[src/rtl/fpro_to_avalon_master_bridge.sv]
`default_nettype none
// ============================================================================
// Module   : fpro_to_avalon_master_bridge
// Brief    : FPro-bus initiator to Avalon-MM master bridge with watchdog abort.
// Revision : 1.0 - initial release
// ============================================================================
module fpro_to_avalon_master_bridge #(
  parameter logic [31:0] BRG_BASE       = 32'hc000_0000,
  parameter int          TIMEOUT_CYCLES = 256
) (
  input  logic        clk,
  input  logic        reset,
  input  logic        fp_mmio_cs,
  input  logic        fp_video_cs,
  input  logic        fp_wr,
  input  logic        fp_rd,
  input  logic [20:0] fp_addr,
  input  logic [31:0] fp_wr_data,
  output logic [31:0] fp_rd_data,
  output logic        fp_busy,
  output logic        fp_done,
  output logic        fp_err,
  output logic [31:0] avm_address,
  output logic        avm_read,
  output logic        avm_write,
  output logic [3:0]  avm_byteenable,
  output logic [31:0] avm_writedata,
  input  logic [31:0] avm_readdata,
  input  logic        avm_waitrequest,
  input  logic        avm_readdatavalid
);

  typedef enum logic [1:0] {
    ST_IDLE    = 2'd0,
    ST_WR      = 2'd1,
    ST_RD_REQ  = 2'd2,
    ST_RD_WAIT = 2'd3
  } state_t;

  localparam logic [15:0] c_timeout_last = 16'(TIMEOUT_CYCLES - 1);
  localparam logic [31:0] c_abort_data   = 32'hDEAD_BEEF;

  state_t      r_state, w_state_nxt;
  logic [15:0] r_cnt, w_cnt_nxt;
  logic [31:0] r_rd_data, w_rd_data_nxt;
  logic        r_busy, w_busy_nxt;
  logic        r_done, w_done_nxt;
  logic        r_err, w_err_nxt;
  logic [31:0] r_address, w_address_nxt;
  logic        r_read, w_read_nxt;
  logic        r_write, w_write_nxt;
  logic [3:0]  r_be, w_be_nxt;
  logic [31:0] r_wdata, w_wdata_nxt;

  logic w_strobe, w_cs_any, w_cs_both, w_timeout;

  assign w_strobe  = fp_wr | fp_rd;
  assign w_cs_any  = fp_mmio_cs | fp_video_cs;
  assign w_cs_both = fp_mmio_cs & fp_video_cs;
  assign w_timeout = (r_cnt == c_timeout_last);

  always_comb begin
    w_state_nxt   = r_state;
    w_cnt_nxt     = r_cnt;
    w_rd_data_nxt = r_rd_data;
    w_done_nxt    = 1'b0;
    w_err_nxt     = 1'b0;
    w_address_nxt = r_address;
    w_read_nxt    = r_read;
    w_write_nxt   = r_write;
    w_be_nxt      = r_be;
    w_wdata_nxt   = r_wdata;

    case (r_state)
      ST_IDLE: begin
        if (w_strobe && w_cs_both) begin
          w_err_nxt = 1'b1;
        end else if (w_strobe && w_cs_any) begin
          w_address_nxt = {BRG_BASE[31:24], fp_video_cs, fp_addr, 2'b00};
          w_be_nxt      = 4'hF;
          w_cnt_nxt     = 16'd0;
          // Write takes priority when both strobes are raised together.
          if (fp_wr) begin
            w_state_nxt = ST_WR;
            w_write_nxt = 1'b1;
            w_wdata_nxt = fp_wr_data;
          end else begin
            w_state_nxt = ST_RD_REQ;
            w_read_nxt  = 1'b1;
          end
        end
      end

      ST_WR: begin
        if (w_timeout) begin
          w_state_nxt = ST_IDLE;
          w_write_nxt = 1'b0;
          w_be_nxt    = 4'h0;
          w_done_nxt  = 1'b1;
          w_err_nxt   = 1'b1;
        end else if (!avm_waitrequest) begin
          w_state_nxt = ST_IDLE;
          w_write_nxt = 1'b0;
          w_be_nxt    = 4'h0;
          w_done_nxt  = 1'b1;
        end else begin
          w_cnt_nxt = r_cnt + 16'd1;
        end
      end

      ST_RD_REQ: begin
        if (w_timeout) begin
          w_state_nxt   = ST_IDLE;
          w_read_nxt    = 1'b0;
          w_be_nxt      = 4'h0;
          w_done_nxt    = 1'b1;
          w_err_nxt     = 1'b1;
          w_rd_data_nxt = c_abort_data;
        end else begin
          if (!avm_waitrequest) begin
            w_state_nxt = ST_RD_WAIT;
            w_read_nxt  = 1'b0;
            w_be_nxt    = 4'h0;
          end
          w_cnt_nxt = r_cnt + 16'd1;
        end
      end

      ST_RD_WAIT: begin
        if (w_timeout) begin
          w_state_nxt   = ST_IDLE;
          w_done_nxt    = 1'b1;
          w_err_nxt     = 1'b1;
          w_rd_data_nxt = c_abort_data;
        end else if (avm_readdatavalid) begin
          w_state_nxt   = ST_IDLE;
          w_done_nxt    = 1'b1;
          w_rd_data_nxt = avm_readdata;
        end else begin
          w_cnt_nxt = r_cnt + 16'd1;
        end
      end

      default: begin
        w_state_nxt = ST_IDLE;
      end
    endcase

    // Requests arriving while a transaction is outstanding are rejected.
    if ((r_state != ST_IDLE) && w_strobe && w_cs_any) begin
      w_err_nxt = 1'b1;
    end

    w_busy_nxt = (w_state_nxt != ST_IDLE);
  end

  always_ff @(posedge clk or negedge reset) begin
    if (!reset) begin
      r_state   <= ST_IDLE;
      r_cnt     <= 16'd0;
      r_rd_data <= 32'd0;
      r_busy    <= 1'b0;
      r_done    <= 1'b0;
      r_err     <= 1'b0;
      r_address <= 32'd0;
      r_read    <= 1'b0;
      r_write   <= 1'b0;
      r_be      <= 4'h0;
      r_wdata   <= 32'd0;
    end else begin
      r_state   <= w_state_nxt;
      r_cnt     <= w_cnt_nxt;
      r_rd_data <= w_rd_data_nxt;
      r_busy    <= w_busy_nxt;
      r_done    <= w_done_nxt;
      r_err     <= w_err_nxt;
      r_address <= w_address_nxt;
      r_read    <= w_read_nxt;
      r_write   <= w_write_nxt;
      r_be      <= w_be_nxt;
      r_wdata   <= w_wdata_nxt;
    end
  end

  assign fp_rd_data     = r_rd_data;
  assign fp_busy        = r_busy;
  assign fp_done        = r_done;
  assign fp_err         = r_err;
  assign avm_address    = r_address;
  assign avm_read       = r_read;
  assign avm_write      = r_write;
  assign avm_byteenable = r_be;
  assign avm_writedata  = r_wdata;

endmodule
`default_nettype wire

[config.mk]
export PLATFORM = sky130hd
export DESIGN_NAME = fpro_to_avalon_master_bridge
export DESIGN_NICKNAME = d
export VERILOG_FILES = /design/src/rtl/fpro_to_avalon_master_bridge.sv
export SDC_FILE = /design/constraint.sdc
export NUM_CORES = 1
export LEC_CHECK = 0
export CAP_MARGIN = 20
export CORE_MARGIN = 3
export CORE_UTILIZATION = 40
export CTS_BUF_LIST = sky130_fd_sc_hd__clkbuf_4 sky130_fd_sc_hd__clkbuf_8
export DETAILED_ROUTE_END_ITERATION = 8
export PLACE_DENSITY = 0.75
export SKIP_LAST_GASP = 1
export SLEW_MARGIN = 30
export SYNTH_ARGS = -nofsm -noshare
export SYNTH_HDL_FRONTEND = slang
export SYNTH_SLANG_ARGS = --single-unit
[constraint.sdc]
create_clock -name clk -period 3.1 [get_ports clk]
set_clock_uncertainty 0.1 [all_clocks]
set_input_delay 0.775 -clock clk [delete_from_list [all_inputs] [get_ports clk]]
set_output_delay 0.775 -clock clk [all_outputs]
set_load 0.1 [all_outputs]
; Word-level counts from Yosys, hierarchy flattened
; Cells that the tools add are included.
[totals]
reg_bits = 114
in_bits = 93
output_inout_bits = 105
wordCells = 100
[op_classes]
n_addsub = 1
eq_ne = 18
mux = 46
n_bitwise = 4
n_reduce_logical = 20
[ops]
columns = operator, n
row1 = $mux W16, 7
row2 = $mux W32, 3
row3 = $pmux W16 S4, 1
row4 = $pmux W32 S2, 1
row5 = $ne A2 B2 Y1 const B, 10
row6 = $mux W2, 9
row7 = $add A16 B1 Y16 const B, 1
row8 = $eq A16 B8 Y1 const B, 1
row9 = $mux W4, 4
row10 = $mux W1, 15
row11 = $reduce_bool A2 Y1, 6
row12 = $reduce_and A5 Y1, 2
row13 = $ne A3 B3 Y1 const B, 3
row14 = $pmux W2 S4, 1
row15 = $pmux W4 S2, 1
row16 = $reduce_and A4 Y1, 2
row17 = $reduce_and A7 Y1, 1
row18 = $pmux W1 S2, 3
row19 = $reduce_and A3 Y1, 2
row20 = $eq A2 B2 Y1 const B, 2
row21 = $logic_and A1 B1 Y1, 4
row22 = $ne A3 B2 Y1 const B, 1
row23 = $pmux W1 S3, 1
row24 = $reduce_or A3 Y1, 1
row25 = other kinds (6), 7

; Depth between registers and ports, before layout
; Gate-level depths: netlist (run 1).
[depth]
depth_word = 6
mapped_depth = 9
ltp_nobuf = 7

; Least setup slack after synthesis (run 1)
; OpenSTA, ideal clock, no wires.
[synth_timing]
kind = register -> output
from = register, netlist name avm_byteenable[2]
to = output avm_byteenable[1]
arrival_time_ps = 1368
required_ps = 2225
path_slack_ps = 857
path_stages_with_launch = 2
path_cell_list = dfrtp_1 -> buf_4
[synth_rtl]
columns = element, line_no
row1 = "end, declared", 26  ; output logic [3:0] avm_byteenable,

; Worst setup path in the final report (run 1)
[layout_timing]
from = register r_cnt[0]
to = register r_cnt[5]
[layout_between]
elab_chain_len = 4
word_cells_on_any_way = 12
cone_classes = add/sub: 1 / eq/ne: 4 / mux: 6 / reduce/logical: 1
[layout_lines]
columns = element, line_no
row1 = "start, declared", 44  ; logic [15:0] r_cnt, w_cnt_nxt;
row2 = "start signal, assigned", 172  ; r_cnt <= w_cnt_nxt;
row3 = $add A16 B1 Y16, "107, 125, 140"
row4 = "$mux W16, on equally long branches", "135, 101"
row5 = "$mux W16, on equally long branches", "130, 95"
row6 = $pmux W16 S4, 74  ; case (r_state)
; Parallel ways exist; a longest one is shown, timed or not. The select of a mux whose other input is x is not followed.
; A chain may end at the register's enable or synchronous reset.

==> results.ini, run 1 <==
[floorplan]
dieArea_um2 = 13690
die_w_um = 117.0
start_util = 0.4209
rows = 39
die_h_um = 117.0
core_area_um2 = 11710
io_pins = 198

[synth]
synth.largest_area_cell = dfrtp_1
yosys.area.top_type_share = 0.5635
seq_area_frac_synth = 0.5635
ys_ff_latch = 111
synth_edf_count = 0
synth.avg_cell_area_um2 = 11.33
netlist_instances = 435
synth_area_um2 = 4930
async_reset_ff_frac = 1.000
synth_flop_cell = dfrtp_1
post_synth_num_cell_types = 49
yosysWarnings = 0
synthTopCellsByArea = dfrtp_1 (56%), mux2_1 (9.6%), nor2_1 (4.2%)

[global_route]
antenna_found_initial = 0
grt_max_degree = 65
grt_pass1_vias = 3755
grtUsageTotal = 0.1713
grt-ovfl-total = 0
grt_pass1_wl_um = 18500

[worst_setup_path]
crit_family = compound AO/OA/AOI/OAI gates
crit_arrival_ns = 2.79
startpoint = r_cnt[0]
max_stage_delay_ns = 0.59
critPathLaunchType = flop
rr_worst_depth = 7
rr_endpoint = r_cnt[5]
cp.buffers_inverters = 1
timing.rr.start = r_cnt[0]
cpMaxStageDelayCell = o221ai_4
crit_fanout = 25
worstPathRequired_ns = 3.32
ff2ff_setup_slack_ns = 0.53
cp_cell_sequence = ha_1 > and4_1 > a41oi_1 > o221ai_4 > buf_4 > mux2i_1 > a31o_1
cp-end-kind = flop
crit_type = flop to flop

[worst_hold_path]
hold_class = input pin to asynchronous set/reset pin

[detailed_routing]
drc = 0
ant_nets = 0
drt_iter0_drc = 298
num_vias = 3905
via_per_inst = 5.078
detail_route.first_pass.iterations = 6
wl_per_cell_um = 15.79
drt_wl_total_um = 12150

[placed_design]
dp_hpwl_um = 8994
dp_cells = 753
portBuffers = 189
place_congestion = 0.8143
dpl_worst_slack_ns = 0.1855

[timing]
fin_crit_ns = 2.571
worst_slack_ns = 0.5287
slew_violations = 0
max-slew-margin-rel = 0.4950
tns_ns = 0
setup_viol = 0
worst_pin_slew_ns = 0.7547
period_share = 0.8295
grt_setup_unrepaired = no
fmax_ghz = 0.3889
hold_viol = 0

[cells_and_area]
diodes = 0
fillCellCount = 946
syn2layout_area_growth_pct = 40.51
final_cell_count_no_fill = 769
drive_gt1_frac = 0.2316
fin_nets = 720

[clocking]
worstSkewPairLatency_ns = 0.37
postCtsSetupBuffers = 0
ctsResizeCount = 0
cts_sinks = 111
cts-root-buf = clkbuf_8
cts_made_buffers = 9
htreeDepth = 3
ctsHoldBuffers = 0
cts_tree = yes
path_clk_slew_ns = 0.11
clock_path_buffers = 2

[run_status]
status = completed

[flow_run]
drv_cap = 0

==> kinds of logic (layout without fill, tap and decap cells) <==
kind of cell,count (synthesis),count (layout),synth area share
mux,56,56,0.1274
xor+xnor,1,1,0.001777
compound gates,73,73,0.09772
buf+inv,49,233,0.05101
flops,111,111,0.5635
fa+ha+maj,7,7,0.01726
simple gates,137,137,0.1406
other cells,1,8,0.0007607
==> cell type report <==
| class | count | area, um^2 | share of cell area |
|---|---|---|---|
| Sequential cell | 111 | 2778 | 0.4010 |
| Multi-Input combinational cell | 282 | 1938 | 0.2798 |
| Timing Repair Buffer | 202 | 1782 | 0.2572 |
| Tap cell | 143 | 178.9 | 0.02583 |
| Clock buffer | 12 | 158.9 | 0.02294 |
| Inverter | 15 | 56.30 | 0.008129 |
| Clock inverter | 4 | 35.03 | 0.005058 |
==> worst register-to-register path, delay by kind of cell, from the launching register on <==
kind / cells / cell delay, ns
AO/OA/AOI/OAI: 3 / 0.97
AND/OR/NAND/NOR: 1 / 0.41
flip-flops: 1 / 0.40
adder cells (fa/ha/maj): 1 / 0.23
buffers and inverters: 1 / 0.23
multiplexers: 1 / 0.19
==> metal layers <==
metal / routed length, um / up-vias / global-route usage
met5: 0 / - / 0
met2: 5641 / 161 / 0.2643
met1: 5300 / 1849 / 0.2287
li1: - / 1876 / -
met3: 968 / 19 / 0.04473
met4: 235 / 0 / 0.07492
==> synth_stat cells (8+ instances only) <==
library cell and instances:
o21ai_0 10, nand3_1 12, a311o_1 8, nor2_1 55, buf_4 13, and2_1 10, o21ai_1 12, mux2_1 42
nand2_1 23, nor4_1 8, a21oi_1 26, dfrtp_1 111, inv_1 14, mux2_2 12, buf_2 15
==> cells in the final DEF (no fill, tap or decap), drive strengths merged, types with 3 or more instances in the layout <==
cell             n
a21o             3
a21oi           26
a311o            8
a41oi            3
and2            10
and3             3
and4             3
buf            111
clkbuf          12
clkdlybuf4s50   91
clkinv           3
conb             8
dfrtp          111
ha               6
inv             16
mux2            54
nand2           23
nand2b           3
nand3           12
nand4            6
nor2            55
nor3             3
nor4            10
o21ai           22
==> per-stage QoR <==
| step | utilization | hold WS [ns] | area, um^2 |
|---|---|---|---|
| final | 0.5915 | 0.2862 | 6927 |
| after floorplan | - | 0.3725 | 4956 |
| after global placement | 0.5739 | 0.3776 | 6721 |
| after CTS | 0.5905 | 0.3007 | 6915 |
| after detailed placement | 0.5739 | 0.3828 | 6721 |
| after global routing | 0.5915 | 0.3196 | 6927 |
==> how the worst max path moves through the flow <==
stage                                    to  cells past startpoint
final                              r_cnt[5]                      7
after global routing               r_cnt[5]                      7
after CTS                          r_cnt[0]                      7
after detailed placement           r_cnt[0]                      7
after global placement            r_cnt[12]                      6
after floorplan           avm_byteenable[1]                      1
==> state kept, by name (all words and copies together) (netlist names) <==
register        flops
avm_writedata      32
fp_rd_data         32
avm_address        23
r_cnt              16
r_state             2
avm_byteenable      1
avm_read            1
avm_write           1
fp_busy             1
fp_done             1
fp_err              1
Power of run 1 is left out: the tool's default activity adds up to more than one toggle a clock period on the data nets, which glitch-free logic cannot reach.
==> run 2, diff against run 1 <==
--- a/config.mk
+++ b/config.mk
@@ -10,7 +10,7 @@
 export CORE_UTILIZATION = 40
 export CTS_BUF_LIST = sky130_fd_sc_hd__clkbuf_4 sky130_fd_sc_hd__clkbuf_8
 export DETAILED_ROUTE_END_ITERATION = 8
-export PLACE_DENSITY = 0.75
+export PLACE_DENSITY = 0.78
 export SKIP_LAST_GASP = 1
 export SLEW_MARGIN = 30
 export SYNTH_ARGS = -nofsm -noshare
==> constraint.sdc (replaced) <==
create_clock -name clk -period 2.1 [get_ports clk]
set_clock_uncertainty 0.1 [all_clocks]
set_input_delay 0.525 -clock clk [delete_from_list [all_inputs] [get_ports clk]]
set_output_delay 0.525 -clock clk [all_outputs]
set_load 0.1 [all_outputs]
==> run 2 against run 1 <==
Effect of this change:
- the run now ends with setup timing left
- via count up 11%
- cell count is 7.4% higher
- critical path depth is 1 higher
- critical path type unchanged
==> results.ini, run 2 (synthesis gave the netlist of run 1 again) <==
[run_status]
status = finished, violations left  ; was completed
failed_checks = setup timing

[cells_and_area]
final_cell_mix = dfrtp_1 (111), buf_12 (104), clkdlybuf4s50_1 (91)  ; was dfrtp_1 (111), buf_4 (108), clkdlybuf4s50_1 (91)
fin_nets = 778  ; was 720
syn2layout_area_growth_pct = 80.05  ; was 40.51%
final_cell_count_no_fill = 826  ; was 769
drive_gt1_frac = 0.3206  ; was 0.2316
diodes = 0  ; unchanged
postLayoutCellArea_um2 = 8876  ; was 6927 um^2
final_common_cell = dfrtp_1  ; unchanged

[global_route]
grtUsageMet1 = 0.2438  ; was 0.2287
busiest_layer = met2  ; unchanged
use_met2 = 0.3785  ; was 0.2643
grtUsageTotal = 0.2155  ; was 0.1713
grt-ovfl-total = 0  ; unchanged
antenna_found_initial = 1  ; was 0
met3_usage = 0.07249  ; was 0.04473
grt_pass1_vias = 4488  ; was 3755
grt_max_degree = 112  ; was 65
grt_pass1_wl_um = 22640  ; was 18500 um

[timing]
worst_pin_slew_ns = 0.6584  ; was 0.7547 ns
fmax_ghz = 0.4661  ; was 0.3889 GHz
max-slew-margin-rel = 0.5611  ; was 0.4950
grt_setup_unrepaired = yes  ; was no
period_share = 1.022  ; was 0.8295
worst_slack_ns = -0.04559  ; was 0.5287 ns
slew_violations = 0  ; unchanged
tns_ns = -0.1736  ; was 0 ns
whs_ns = 0.04456  ; was 0.2862 ns
setup_viol = 6  ; was 0
fin_crit_ns = 2.146  ; was 2.571 ns
hold_viol = 0  ; unchanged

[detailed_routing]
num_vias = 4328  ; was 3905
detail_route.first_pass.iterations = 4  ; was 6
drt_iter0_drc = 236  ; was 298
ant_nets = 0  ; unchanged
drc = 0  ; unchanged
drt_wl_total_um = 15690  ; was 12150 um
wl_per_cell_um = 18.99  ; was 15.79 um
via_per_inst = 5.240  ; was 5.078

[placed_design]
portBuffers = 189  ; unchanged
dp_cells = 789  ; was 753
dp_hpwl_um = 10810  ; was 8994 um
postPlaceCellArea_um2 = 8238  ; was 6721 um^2
place_congestion = 0.8270  ; was 0.8143

[worst_hold_path]
hold_class = input pin to asynchronous set/reset pin  ; unchanged

[floorplan]
dieArea_um2 = 13690  ; unchanged
core_area_um2 = 11710  ; unchanged
io_pins = 198  ; unchanged
start_util = 0.4209  ; unchanged
die_w_um = 117.0  ; unchanged
rows = 39  ; unchanged
die_h_um = 117.0  ; unchanged

[clocking]
worstSkewPairLatency_ns = 0.38  ; was 0.37 ns
cts_made_buffers = 9  ; unchanged
cts-root-buf = clkbuf_8  ; unchanged
htreeDepth = 3  ; unchanged
ctsHoldBuffers = 0  ; unchanged
path_clk_slew_ns = 0.10  ; was 0.11 ns
cts_sinks = 111  ; unchanged
cts_tree = yes  ; unchanged
clock_path_buffers = 2  ; unchanged

[worst_setup_path]
crit_path_frequent_cell = buf_6
cp-end-kind = flop  ; unchanged
critPathLaunchType = flop  ; unchanged
crit_type = flop to flop  ; unchanged
cpMaxStageDelayCell = dfrtp_1  ; was o221ai_4
cp_cell_sequence = nor4_4 > buf_6 > a41oi_4 > o221ai_4 > buf_6 > buf_6 > nor4_2 > a311o_1  ; was ha_1 > and4_1 > a41oi_1 > o221ai_4 > buf_4 > mux2i_1 > a31o_1
crit_arrival_ns = 2.32  ; was 2.79 ns
crit_fanout = 5  ; was 25
max_stage_delay_ns = 0.43  ; was 0.59 ns
worstPathRequired_ns = 2.27  ; was 3.32 ns

[flow_run]
drv_cap = 0  ; unchanged

[run 2: cell types whose count changed in the layout (fill, tap and decap cells not counted), moves of 4 or more]
cell | before | now
buf_6 | 0 | 12
clkbuf_16 | 0 | 5
ha_1 | 6 | 2
buf_12 | 3 | 104
buf_4 | 108 | 46
[run 2: worst max-delay path, delay by kind of cell (launching register included)]
| kind | cells | cell delay (ns) |
|---|---|---|
| AO/OA/AOI/OAI | 3 | 0.73 |
| buffers and inverters | 3 | 0.43 |
| flip-flops | 1 | 0.43 |
| AND/OR/NAND/NOR | 2 | 0.34 |
[run 2: metal layers]
metal / vias up / part of all wire
met5: - / 0.00083
met4: 2 / 0.025
met3: 33 / 0.087
met2: 176 / 0.52
met1: 2119 / 0.37
li1: 1998 / -
[run 2: what timing repair did]
item                                   in CTS  in global routing
gates cloned                                1                  7
buffers inserted                           10                  4
setup endpoints to repair                  38                 97
pin swaps                                   7                 12
gates resized for setup                    18                 27
endpoints found under the hold margin       0                  0
[run 2: path summary, 6_finish.rpt]
path / depth (start not counted) / slack [ns] / endpoint / from
setup / recovery: 8 / -0.05 / r_cnt[10] / r_cnt[10]
hold / removal: 2 / 0.04 / fp_rd_data[0] / reset
min in group clk: 1 / 0.46 / avm_address[9] / avm_address[9]
hold reg to reg: 1 / 0.46 / avm_address[9] / avm_address[9]
max in group asynchronous: 2 / 1.30 / fp_rd_data[20] / reset
setup reg to reg: 8 / -0.05 / r_cnt[10] / r_cnt[10]
[run 2: layout make-up]
cell class	instances	area, um^2
timing repair buffer	259	3613
fill	741	2835
sequential	111	2778
multi-input combinational	283	2074
tap	143	178.9
clock buffer	12	152.6
inverter	15	60.06
clock inverter	3	18.77
[run 2: through the flow]
stage,worst slack (ns),util
floorplan,0.0001184,-
global placement,-0.4477,0.7034
detailed placement,-0.5652,0.7034
CTS,-0.07069,0.7338
global route,-0.1008,0.7579
finish,-0.04559,0.7579
Power of run 2 is left out for the same reason.
